### src/rtl/mem_pkg.sv
// Shared constants, funct3 codes, state encoding and the misalignment helper for the MEM stage.
package mem_pkg;

  localparam int unsigned XLEN     = 32;
  localparam int unsigned REG_BITS = 5;
  localparam int unsigned ADDR_W   = XLEN - 2;

  localparam logic [2:0] F3_LB  = 3'b000;
  localparam logic [2:0] F3_LH  = 3'b001;
  localparam logic [2:0] F3_LW  = 3'b010;
  localparam logic [2:0] F3_LBU = 3'b100;
  localparam logic [2:0] F3_LHU = 3'b101;
  localparam logic [2:0] F3_SB  = 3'b000;
  localparam logic [2:0] F3_SH  = 3'b001;
  localparam logic [2:0] F3_SW  = 3'b010;

  typedef enum logic {
    ST_IDLE = 1'b0,
    ST_REQ  = 1'b1
  } state_e;

  // Halfword accesses need a[0]=0, word accesses need a[1:0]=0; byte accesses never trap.
  function automatic logic is_misaligned(input logic [2:0] f3, input logic [1:0] a);
    logic mis;
    mis = 1'b0;
    case (f3)
      F3_LH, F3_LHU: mis = a[0];
      F3_LW:         mis = (a != 2'b00);
      default:       mis = 1'b0;
    endcase
    return mis;
  endfunction

endpackage

### src/rtl/mem_lane_fmt.sv
// Combinational store lane formatting (byte enables, replicated data) and load extract/extend.
module mem_lane_fmt
  import mem_pkg::*;
(
  input  logic [2:0]      st_funct3,
  input  logic [1:0]      st_addr_lo,
  input  logic [XLEN-1:0] st_data,
  output logic [3:0]      st_be_c,
  output logic [XLEN-1:0] st_wdata_c,
  input  logic [2:0]      ld_funct3,
  input  logic [1:0]      ld_addr_lo,
  input  logic [XLEN-1:0] ld_rdata,
  output logic [XLEN-1:0] ld_data_c
);

  logic [7:0]  ld_byte;
  logic [15:0] ld_half;

  // Store side: misaligned halfwords fall back to the half selected by a[1].
  always_comb begin
    st_be_c    = 4'hF;
    st_wdata_c = st_data;
    case (st_funct3)
      F3_SB: begin
        st_be_c    = 4'(4'b0001 << st_addr_lo);
        st_wdata_c = {4{st_data[7:0]}};
      end
      F3_SH: begin
        st_be_c    = st_addr_lo[1] ? 4'b1100 : 4'b0011;
        st_wdata_c = {2{st_data[15:0]}};
      end
      default: ;
    endcase
  end

  always_comb begin
    ld_byte   = 8'(ld_rdata >> {ld_addr_lo, 3'b000});
    ld_half   = ld_addr_lo[1] ? ld_rdata[31:16] : ld_rdata[15:0];
    ld_data_c = ld_rdata;
    case (ld_funct3)
      F3_LB:   ld_data_c = {{24{ld_byte[7]}}, ld_byte};
      F3_LBU:  ld_data_c = {24'b0, ld_byte};
      F3_LH:   ld_data_c = {{16{ld_half[15]}}, ld_half};
      F3_LHU:  ld_data_c = {16'b0, ld_half};
      default: ;
    endcase
  end

endmodule

### src/rtl/mem_access_unit.sv
// MEM pipeline stage: issues/handshakes data-memory requests and produces writeback.
// Optional misaligned-access trap enabled by defining MISALIGN_TRAP_EN.
module mem_access_unit
  import mem_pkg::*;
(
  input  logic                clk,
  input  logic                rst_n,
  input  logic                ex_valid,
  input  logic                ex_mem_read,
  input  logic                ex_mem_write,
  input  logic [2:0]          ex_funct3,
  input  logic [XLEN-1:0]     ex_alu_result,
  input  logic [XLEN-1:0]     ex_wdata,
  input  logic [REG_BITS-1:0] ex_rd,
  output logic                stall,
  output logic                mem_req,
  output logic                mem_we,
  output logic [ADDR_W-1:0]   mem_addr,
  output logic [3:0]          mem_be,
  output logic [XLEN-1:0]     mem_wdata,
  input  logic                mem_ready,
  input  logic [XLEN-1:0]     mem_rdata,
  output logic                wb_valid,
  output logic                wb_we,
  output logic [REG_BITS-1:0] wb_rd,
  output logic [XLEN-1:0]     wb_data,
  output logic                misalign
);

  state_e              state_q, state_d;
  logic [2:0]          f3_q, f3_d;
  logic [1:0]          addr_lo_q, addr_lo_d;
  logic [REG_BITS-1:0] rd_q, rd_d;
  logic                is_load_q, is_load_d;

  logic                stall_d, mem_req_d, mem_we_d, wb_valid_d, wb_we_d, misalign_d;
  logic [ADDR_W-1:0]   mem_addr_d;
  logic [3:0]          mem_be_d;
  logic [XLEN-1:0]     mem_wdata_d, wb_data_d;
  logic [REG_BITS-1:0] wb_rd_d;

  logic [3:0]          st_be_c;
  logic [XLEN-1:0]     st_wdata_c, ld_data_c;
  logic                trap_c;

  mem_lane_fmt u_lane_fmt (
    .st_funct3  (ex_funct3),
    .st_addr_lo (ex_alu_result[1:0]),
    .st_data    (ex_wdata),
    .st_be_c    (st_be_c),
    .st_wdata_c (st_wdata_c),
    .ld_funct3  (f3_q),
    .ld_addr_lo (addr_lo_q),
    .ld_rdata   (mem_rdata),
    .ld_data_c  (ld_data_c)
  );

`ifdef MISALIGN_TRAP_EN
  assign trap_c = is_misaligned(ex_funct3, ex_alu_result[1:0]);
`else
  assign trap_c = 1'b0;
`endif

  // Next-state and next-output logic; request fields hold while waiting in REQ.
  always_comb begin
    state_d     = state_q;
    f3_d        = f3_q;
    addr_lo_d   = addr_lo_q;
    rd_d        = rd_q;
    is_load_d   = is_load_q;
    stall_d     = stall;
    mem_req_d   = mem_req;
    mem_we_d    = mem_we;
    mem_addr_d  = mem_addr;
    mem_be_d    = mem_be;
    mem_wdata_d = mem_wdata;
    wb_valid_d  = 1'b0;
    wb_we_d     = wb_we;
    wb_rd_d     = wb_rd;
    wb_data_d   = wb_data;
    misalign_d  = 1'b0;
    case (state_q)
      ST_IDLE: begin
        if (ex_valid) begin
          if (ex_mem_read || ex_mem_write) begin
            if (trap_c) begin
              misalign_d = 1'b1;
            end else begin
              state_d     = ST_REQ;
              stall_d     = 1'b1;
              mem_req_d   = 1'b1;
              mem_we_d    = !ex_mem_read;
              mem_addr_d  = ex_alu_result[XLEN-1:2];
              mem_be_d    = ex_mem_read ? 4'hF : st_be_c;
              mem_wdata_d = st_wdata_c;
              f3_d        = ex_funct3;
              addr_lo_d   = ex_alu_result[1:0];
              rd_d        = ex_rd;
              is_load_d   = ex_mem_read;
            end
          end else begin
            wb_valid_d = 1'b1;
            wb_we_d    = (ex_rd != '0);
            wb_rd_d    = ex_rd;
            wb_data_d  = ex_alu_result;
          end
        end
      end
      ST_REQ: begin
        if (mem_ready) begin
          state_d    = ST_IDLE;
          stall_d    = 1'b0;
          mem_req_d  = 1'b0;
          mem_we_d   = 1'b0;
          wb_valid_d = 1'b1;
          wb_rd_d    = rd_q;
          wb_we_d    = is_load_q && (rd_q != '0);
          if (is_load_q) wb_data_d = ld_data_c;
        end
      end
      default: state_d = ST_IDLE;
    endcase
  end

  always_ff @(posedge clk or negedge rst_n) begin
    if (!rst_n) begin
      state_q   <= ST_IDLE;
      f3_q      <= '0;
      addr_lo_q <= '0;
      rd_q      <= '0;
      is_load_q <= 1'b0;
      stall     <= 1'b0;
      mem_req   <= 1'b0;
      mem_we    <= 1'b0;
      mem_addr  <= '0;
      mem_be    <= '0;
      mem_wdata <= '0;
      wb_valid  <= 1'b0;
      wb_we     <= 1'b0;
      wb_rd     <= '0;
      wb_data   <= '0;
      misalign  <= 1'b0;
    end else begin
      state_q   <= state_d;
      f3_q      <= f3_d;
      addr_lo_q <= addr_lo_d;
      rd_q      <= rd_d;
      is_load_q <= is_load_d;
      stall     <= stall_d;
      mem_req   <= mem_req_d;
      mem_we    <= mem_we_d;
      mem_addr  <= mem_addr_d;
      mem_be    <= mem_be_d;
      mem_wdata <= mem_wdata_d;
      wb_valid  <= wb_valid_d;
      wb_we     <= wb_we_d;
      wb_rd     <= wb_rd_d;
      wb_data   <= wb_data_d;
      misalign  <= misalign_d;
    end
  end

endmodule

### config.mk
export PLATFORM = sky130hd
export DESIGN_NAME = mem_access_unit
export DESIGN_NICKNAME = d
export VERILOG_FILES = /design/src/rtl/mem_pkg.sv /design/src/rtl/mem_lane_fmt.sv /design/src/rtl/mem_access_unit.sv
export SDC_FILE = /design/constraint.sdc
export NUM_CORES = 1
export LEC_CHECK = 0
export ABC_AREA = 1
export ABC_CLOCK_PERIOD_IN_PS = 1900
export BUFFER_PORTS_ARGS = -buffer_cell sky130_fd_sc_hd__buf_4
export CORE_MARGIN = 5
export CORE_UTILIZATION = 50
export DETAILED_ROUTE_END_ITERATION = 10
export PLACE_DENSITY = 0.78
export SKIP_CTS_REPAIR_TIMING = 1
export SLEW_MARGIN = 20
export SYNTH_ARGS = -nofsm -noshare
export SYNTH_HDL_FRONTEND = slang
export SYNTH_SLANG_ARGS = --single-unit
### constraint.sdc
create_clock -name clk -period 1.9 [get_ports clk]
set_input_delay 0.19 -clock clk [delete_from_list [all_inputs] [get_ports clk]]
set_output_delay 0.19 -clock clk [all_outputs]
set_load 0.05 [all_outputs]
==> results of run 1 <==
==> placed cells by master (no fill, tap or decap), types with 2 or more instances in the layout <==
cell type,count
clkbuf_1,3
inv_1,47
clkbuf_8,3
dlygate4sd3_1,9
nand4_1,2
nand2_1,245
clkbuf_16,17
a21oi_1,77
a21oi_2,13
nand3b_1,2
clkinv_2,2
nor2_1,76
dfrtp_1,119
nor2_2,2
a31oi_1,13
buf_4,230
inv_2,4
nand3_1,26
buf_12,3
o21ai_0,69
bufinv_16,4
o211ai_1,6
clkinvlp_4,3
==> metal layers <==
metal	share of wire [%]	routed length, um	track usage [%]	up-vias
li1	-	-	-	2864
met1	41	7600	34.0	2733
met3	8.1	1500	9.18	49
met5	0	0	0	-
met2	47	8750	40.6	264
met4	3.5	642	10.6	0
==> flip-flops by register name, indices dropped and copies added, names as in the netlist <==
| signal | flops |
|---|---|
| f3_q | 3 |
| mem_addr | 30 |
| wb_we | 1 |
| wb_data | 32 |
| addr_lo_q | 2 |
| mem_wdata | 32 |
| mem_be | 4 |
| mem_we | 1 |
| mem_req | 1 |
| state_q | 1 |
| is_load_q | 1 |
| wb_valid | 1 |
| wb_rd | 5 |
| rd_q | 5 |
==> Yosys cell counts <==
cell	count	area, um^2
a21oi_2	13	114
o211ai_1	6	45.0
buf_2	15	75.1
buf_6	5	56.3
nand2_1	246	923
buf_4	6	45.0
dfrtp_1	119	2980
o21ai_1	1	5.00
inv_2	4	15.0
o21bai_1	1	7.51
a31oi_1	13	81.3
clkbuf_1	18	67.6
o21ai_0	69	345
buf_1	1	3.75
a21boi_0	1	7.51
nand4_1	2	12.5
clkinv_1	1	3.75
nor3_1	1	5.00
nand3_1	26	130
nand3b_1	2	15.0
nand3_2	1	10.0
nor2_2	2	12.5
a21oi_1	77	385
inv_1	47	176
nor2_1	77	289
conb_1	1	3.75
==> final cells by class <==
| cell class | instances | area (um^2) | share of cell area, % |
|---|---|---|---|
| multi-input cells | 539 | 2400 | 29.1 |
| clock inverters | 8 | 145 | 1.76 |
| well taps | 143 | 179 | 2.16 |
| repair buffers | 243 | 1890 | 22.8 |
| clock buffers | 23 | 478 | 5.78 |
| flip-flops and latches | 119 | 2980 | 36.0 |
| inverters | 52 | 199 | 2.41 |
==> through the flow <==
| stage | cell area (um^2) | util, % | hold slack [ps] | total power [W] | setup WS [ps] |
|---|---|---|---|---|---|
| 5_1_grt | 8270 | 72.4 | 2.12 | 0.0137 | 49.5 |
| 3_5_place_dp | 7550 | 66.1 | 171 | 0.00961 | 163 |
| 6_report | 8270 | 72.4 | -9.08 | 0.0130 | 225 |
| 4_1_cts | 8170 | 71.6 | -267 | 0.0131 | 159 |
| 2_1_floorplan | 5810 | - | -106 | 0.00769 | 497 |
| 3_3_place_gp | 7550 | 66.1 | 170 | 0.00956 | 267 |
==> power by group <==
group / internal, W / switching, W
combinational: 0.00170 / 0.00413
clock: 0.00229 / 0.00113
sequential: 0.00330 / 0.000498
total: 0.00729 / 0.00575
==> worst max path at each step <==
stage                     slack, ps             to    startpoint
after floorplan                 500    wb_data[17]  addr_lo_q[1]
after global placement          270  mem_wdata[19]       state_q
after detailed placement        160  mem_wdata[20]       state_q
after CTS                       160  mem_wdata[21]       state_q
after global routing             50     wb_data[1]       f3_q[1]
final                           220  mem_wdata[29]       state_q
==> cells by family (layout without fill, tap and decap cells) <==
family,Yosys count,in the layout,share of synthesized area (%)
simple gates,357,357,24.0
compound gates,181,181,17.0
flops,119,119,51.2
buf+inv,97,326,7.62
other cells,1,1,0.0645
==> worst min-delay path, cell delays in order <==
cell and delay (ps):
buf_4 90, nand2_1 40, nand2_1 50
==> qor.csv, run 1 <==
stage;metric;value;unit
run_status;outcome;complete, but fails checks;
run_status;violations;hold timing;
worst_setup_path;r2r_slack;220;ps
worst_setup_path;endpoint_kind;flop;
grt;overflow;0;
yosys;synth_seq_area_share;51.2;%
drt;first_pass_iters;5;
worst_setup_path;crit_slowest_cell;dfrtp_1;
timing;period_share;88.2;%
power_and_ir_drop;pwr_density_cell;1580;mW/mm^2
grt;grt_usage;26.3;%
drt;wl;18500;um
grt;grt_max_degree;61;
timing;rsz0062_at_grt;false;
power_and_ir_drop;p_leak;4.29;nW
clocking;clkLatencyLatePin;410;ps
min_path;hold_path_depth;3;
die;dieArea;0.0139;mm^2
clocking;clock_sinks;119;
yosys;syn-instance-count;755;
timing;slew_violations;0;
layout;n_fill_cell;907;
yosys;synth_area;0.00581;mm^2
worst_setup_path;critPathMostFrequentCell;inv_2;
place;place_hpwl;13200;um
worst_setup_path;r2r-end;mem_wdata[29];
worst_setup_path;start_kind;flop;
place;dp_cells;1087;
clocking;cts-root-buf;clkbuf_16;
min_path;holdCritPathClass;in -> reg;
min_path;min_from;ex_alu_result[12];
worst_setup_path;cp_slowest_stage_delay;380;ps
layout;final_cells;1127;
yosys;synth_warnings;0;
timing;clock_skew;6.41;ps
layout;nNetsFinal;1082;
yosys;syn-num-nets;865;
timing;max_slew_margin;55.2;%
worst_setup_path;required;2180;ps
worst_setup_path;reg2reg_from;state_q;
worst_setup_path;crit_family;buffers and inverters;
timing;whs;-9.08;ps
yosys;post_synth.cell_area_avg;7.70;um^2
grt;antenna_found_initial;0;
place;gp_congestion;0.916;
timing;finalHoldViolCount;3;
drt;wl_per_cell;16.4;um
clocking;tritoncts;done;
grt;grt_pass1_vias;5792;
clocking;cts_buffers;17;
timing;period_minus_slack;1680;ps
clocking;cts_max_level;4;
worst_setup_path;path_depth;7;
worst_setup_path;cp_max_fo;13;
die;dieHeight;118;um
drt;viasPerCell;5.24;
drt;drc;0;
timing;tns;0;ps
die;core;0.0114;mm^2
die;die_w;118;um
worst_setup_path;rr_worst_depth;7;
clocking;clk_pin_slew;60;ps
drt;vias;5910;
worst_setup_path;crit_buf_inv;3;
drt;first_iter_violations;418;
layout;drive_above_1_share;29.0;%
die;rows;39;
clocking;clk_path_buf_depth;2;
drt;final_antenna_net_count;0;
timing;max_slew.worst_pin.slew;672;ps
layout;antenna_cells;0;
die;start_util;50.9;%
min_path;min_to;mem_addr[10];
timing;final-setup-viol-count;0;
yosys;ys_ff_latch;119;
yosys;synthDistinctLibCells;26;
power_and_ir_drop;ir_worst_vdd;1.07;mV
grt;grt_pass1_wl;29600;um
worst_setup_path;path_cells;inv_2 > nand2_1 > nor2_4 > inv_2 > buf_4 > a21oi_1 > a31oi_1;
worst_setup_path;criticalPathCategory;reg -> reg;
layout;area_delta_synth_final;42.3;%
die;io_pins;219;
timing;max_freq;597;MHz
place;port-buffer-count;217;
run;maxCapViolations;0;
worst_setup_path;arrival;1960;ps
(Power assumes the default switching activity.)
==> run 2: changes to the inputs <==
--- a/config.mk
+++ b/config.mk
@@ -11,7 +11,7 @@
 export CORE_MARGIN = 5
 export CORE_UTILIZATION = 50
 export DETAILED_ROUTE_END_ITERATION = 10
-export PLACE_DENSITY = 0.78
+export PLACE_DENSITY = 0.81
 export SKIP_CTS_REPAIR_TIMING = 1
 export SLEW_MARGIN = 20
 export SYNTH_ARGS = -nofsm -noshare
==> qor.csv, run 2 (synthesized netlist as in run 1, its figures left out) <==
stage;metric;value;unit;change
run_status;outcome;complete, but fails checks;;unchanged
run_status;violations;hold timing;;unchanged
layout;mostFrequentLayoutCells;244 x nand2_1, 231 x buf_4, 119 x dfrtp_1;;was 245 x nand2_1, 230 x buf_4, 119 x dfrtp_1
die;die_w;118;um;unchanged
place;place_ws;110;ps;was 163 ps
grt;antenna_found_initial;0;;unchanged
power_and_ir_drop;power.switching;0.00571;W;was 0.00575 W
drt;first_pass_iters;5;;unchanged
layout;top_regs;mem_wdata (32), wb_data (32), mem_addr (30);;unchanged
power_and_ir_drop;p_leak;4.30;nW;was 4.29 nW
worst_setup_path;path_depth;6;;was 7
worst_setup_path;cp-startpoint;state_q;;unchanged
worst_setup_path;crit_family;flip-flops;;was buffers and inverters
worst_setup_path;path_cells;inv_2 > nand2_1 > nor2_4 > buf_6 > o21ai_0 > o211ai_1;;was inv_2 > nand2_1 > nor2_4 > inv_2 > buf_4 > a21oi_1 > a31oi_1
power_and_ir_drop;ir_worst_vdd;0.976;mV;was 1.07 mV
worst_setup_path;cp_slowest_stage_delay;470;ps;was 380 ps
die;start_util;50.9;%;unchanged
timing;slew_violations;0;;unchanged
worst_setup_path;endpoint_kind;flop;;unchanged
worst_setup_path;crit_buf_inv;2;;was 3
clocking;cts_buffers;17;;unchanged
timing;whs;-2.05;ps;was -9.08 ps
die;core;0.0114;mm^2;unchanged
die;dieHeight;118;um;unchanged
place;port-buffer-count;217;;unchanged
power_and_ir_drop;p_int;0.00731;W;was 0.00729 W
timing;layout_setup_ws;190;ps;was 225 ps
worst_setup_path;start_kind;flop;;unchanged
power_and_ir_drop;p_comb_share;44.7;%;about the same
worst_setup_path;rr_worst_depth;6;;was 7
place;gp_congestion;0.887;;was 0.916
drt;drc;0;;unchanged
worst_setup_path;required;2210;ps;was 2180 ps
timing;final-setup-viol-count;0;;unchanged
layout;nNetsFinal;1083;;was 1,082
clocking;tritoncts;done;;unchanged
min_path;min_from;ex_alu_result[6];;was ex_alu_result[12]
drt;final_antenna_net_count;0;;unchanged
worst_setup_path;reg2reg_from;state_q;;unchanged
power_and_ir_drop;p_sw_share;43.9;%;was 44.1%
place;place_hpwl;13300;um;was 13,200 um
power_and_ir_drop;pwr-share-seq;29.3;%;was 29.1%
timing;max_freq;585;MHz;was 597 MHz
run;maxCapViolations;0;;unchanged
clocking;cts-root-buf;clkbuf_16;;unchanged
drt;wl_per_cell;15.9;um;was 16.4 um
worst_setup_path;r2r-end;mem_be[2];;was mem_wdata[29]
place;place_area;0.00760;mm^2;was 0.00755 mm^2
clocking;clkLatencyLatePin;410;ps;about the same
clocking;clk_path_buf_depth;2;;unchanged
worst_setup_path;r2r_slack;190;ps;was 220 ps
grt;overflow;0;;unchanged
timing;rsz0062_at_grt;false;;unchanged
timing;clock_skew;6.90;ps;was 6.41 ps
timing;period_share;90.0;%;was 88.2%
worst_setup_path;cp-endpoint;mem_be[2];;was mem_wdata[29]
worst_setup_path;crit_slowest_cell;dfrtp_1;;unchanged
grt;grt_usage;26.0;%;was 26.3%
timing;period_minus_slack;1710;ps;was 1680 ps
clocking;clock_sinks;119;;unchanged
layout;antenna_cells;0;;unchanged
power_and_ir_drop;pwr_density_cell;1570;mW/mm^2;was 1580 mW/mm^2
clocking;clk_pin_slew;50;ps;was 60 ps
worst_setup_path;arrival;2020;ps;was 1960 ps
layout;n_fill_cell;899;;was 907
grt;grt_max_degree;49;;was 61
layout;final_area;0.00830;mm^2;was 0.00827 mm^2
die;rows;39;;unchanged
drt;vias;5848;;was 5,910
drt;first_iter_violations;506;;was 418
grt;grt_pass1_wl;29400;um;was 29,600 um
power_and_ir_drop;p_clk_share;26.0;%;was 26.2%
worst_setup_path;criticalPathCategory;reg -> reg;;unchanged
min_path;holdCritPathClass;in -> reg;;unchanged
timing;tns;0;ps;unchanged
layout;area_delta_synth_final;42.8;%;was 42.3%
drt;viasPerCell;5.18;;was 5.24
drt;wl;18000;um;was 18,500 um
die;dieArea;0.0139;mm^2;unchanged
die;io_pins;219;;unchanged
layout;drive_above_1_share;29.3;%;was 29.0%
worst_setup_path;cp_max_fo;44;;was 13
clocking;cts_max_level;4;;unchanged
layout;final_common_cell;nand2_1;;unchanged
timing;finalHoldViolCount;2;;was 3
grt;grt_pass1_vias;5863;;was 5,792
power_and_ir_drop;total_power;0.0130;W;about the same
run 2: area by class of cell:
class	count	area (um^2)	area share, %
clock inverter	8	145	1.75
tap	143	179	2.16
timing repair buffer	244	1920	23.1
sequential	119	2980	35.9
inverter	52	199	2.40
multi-input combinational	539	2400	29.0
clock buffer	23	478	5.76
run 2: how the worst min path moves through the flow:
stage | slack (ps) | end | cells after the start
after floorplan | -110 | addr_lo_q[0] | 0
after global placement | 140 | mem_wdata[10] | 1
after detailed placement | 140 | mem_wdata[10] | 1
after CTS | -290 | mem_wdata[10] | 1
after global routing | 0.02 | mem_addr[2] | 3
final | -2 | mem_addr[4] | 3
run 2: power groups by stage:
stage	Combinational, W	Sequential [W]	Clock [W]
floorplan	0.00145	0.00624	0
global placement	0.00575	0.00381	0
detailed placement	0.00582	0.00382	0
CTS	0.00583	0.00381	0.00341
global route	0.00622	0.00391	0.00355
finish	0.00582	0.00381	0.00339
run 2: metrics by stage:
step                      hold slack (ps)  util, %  instances
after floorplan                      -106        -        755
after global placement                139     66.5       1090
after detailed placement              144     66.5       1090
after CTS                            -292     72.0       1121
after global routing               0.0162     72.7       1128
final                               -2.05     72.7       1128
run 2: per-layer routing:
layer	track usage [%]	vias up	wire length (um)
met4	10.0	0	500
met3	8.51	36	1480
met1	33.6	2693	7380
met2	40.7	253	8600
met5	0	-	0
li1	-	2866	-
run 2: worst reg2reg max path, cell delays in order (launching register included):
cell,delay (ps)
dfrtp_1,470
inv_2,140
nand2_1,130
nor2_4,140
buf_6,300
o21ai_0,270
o211ai_1,170
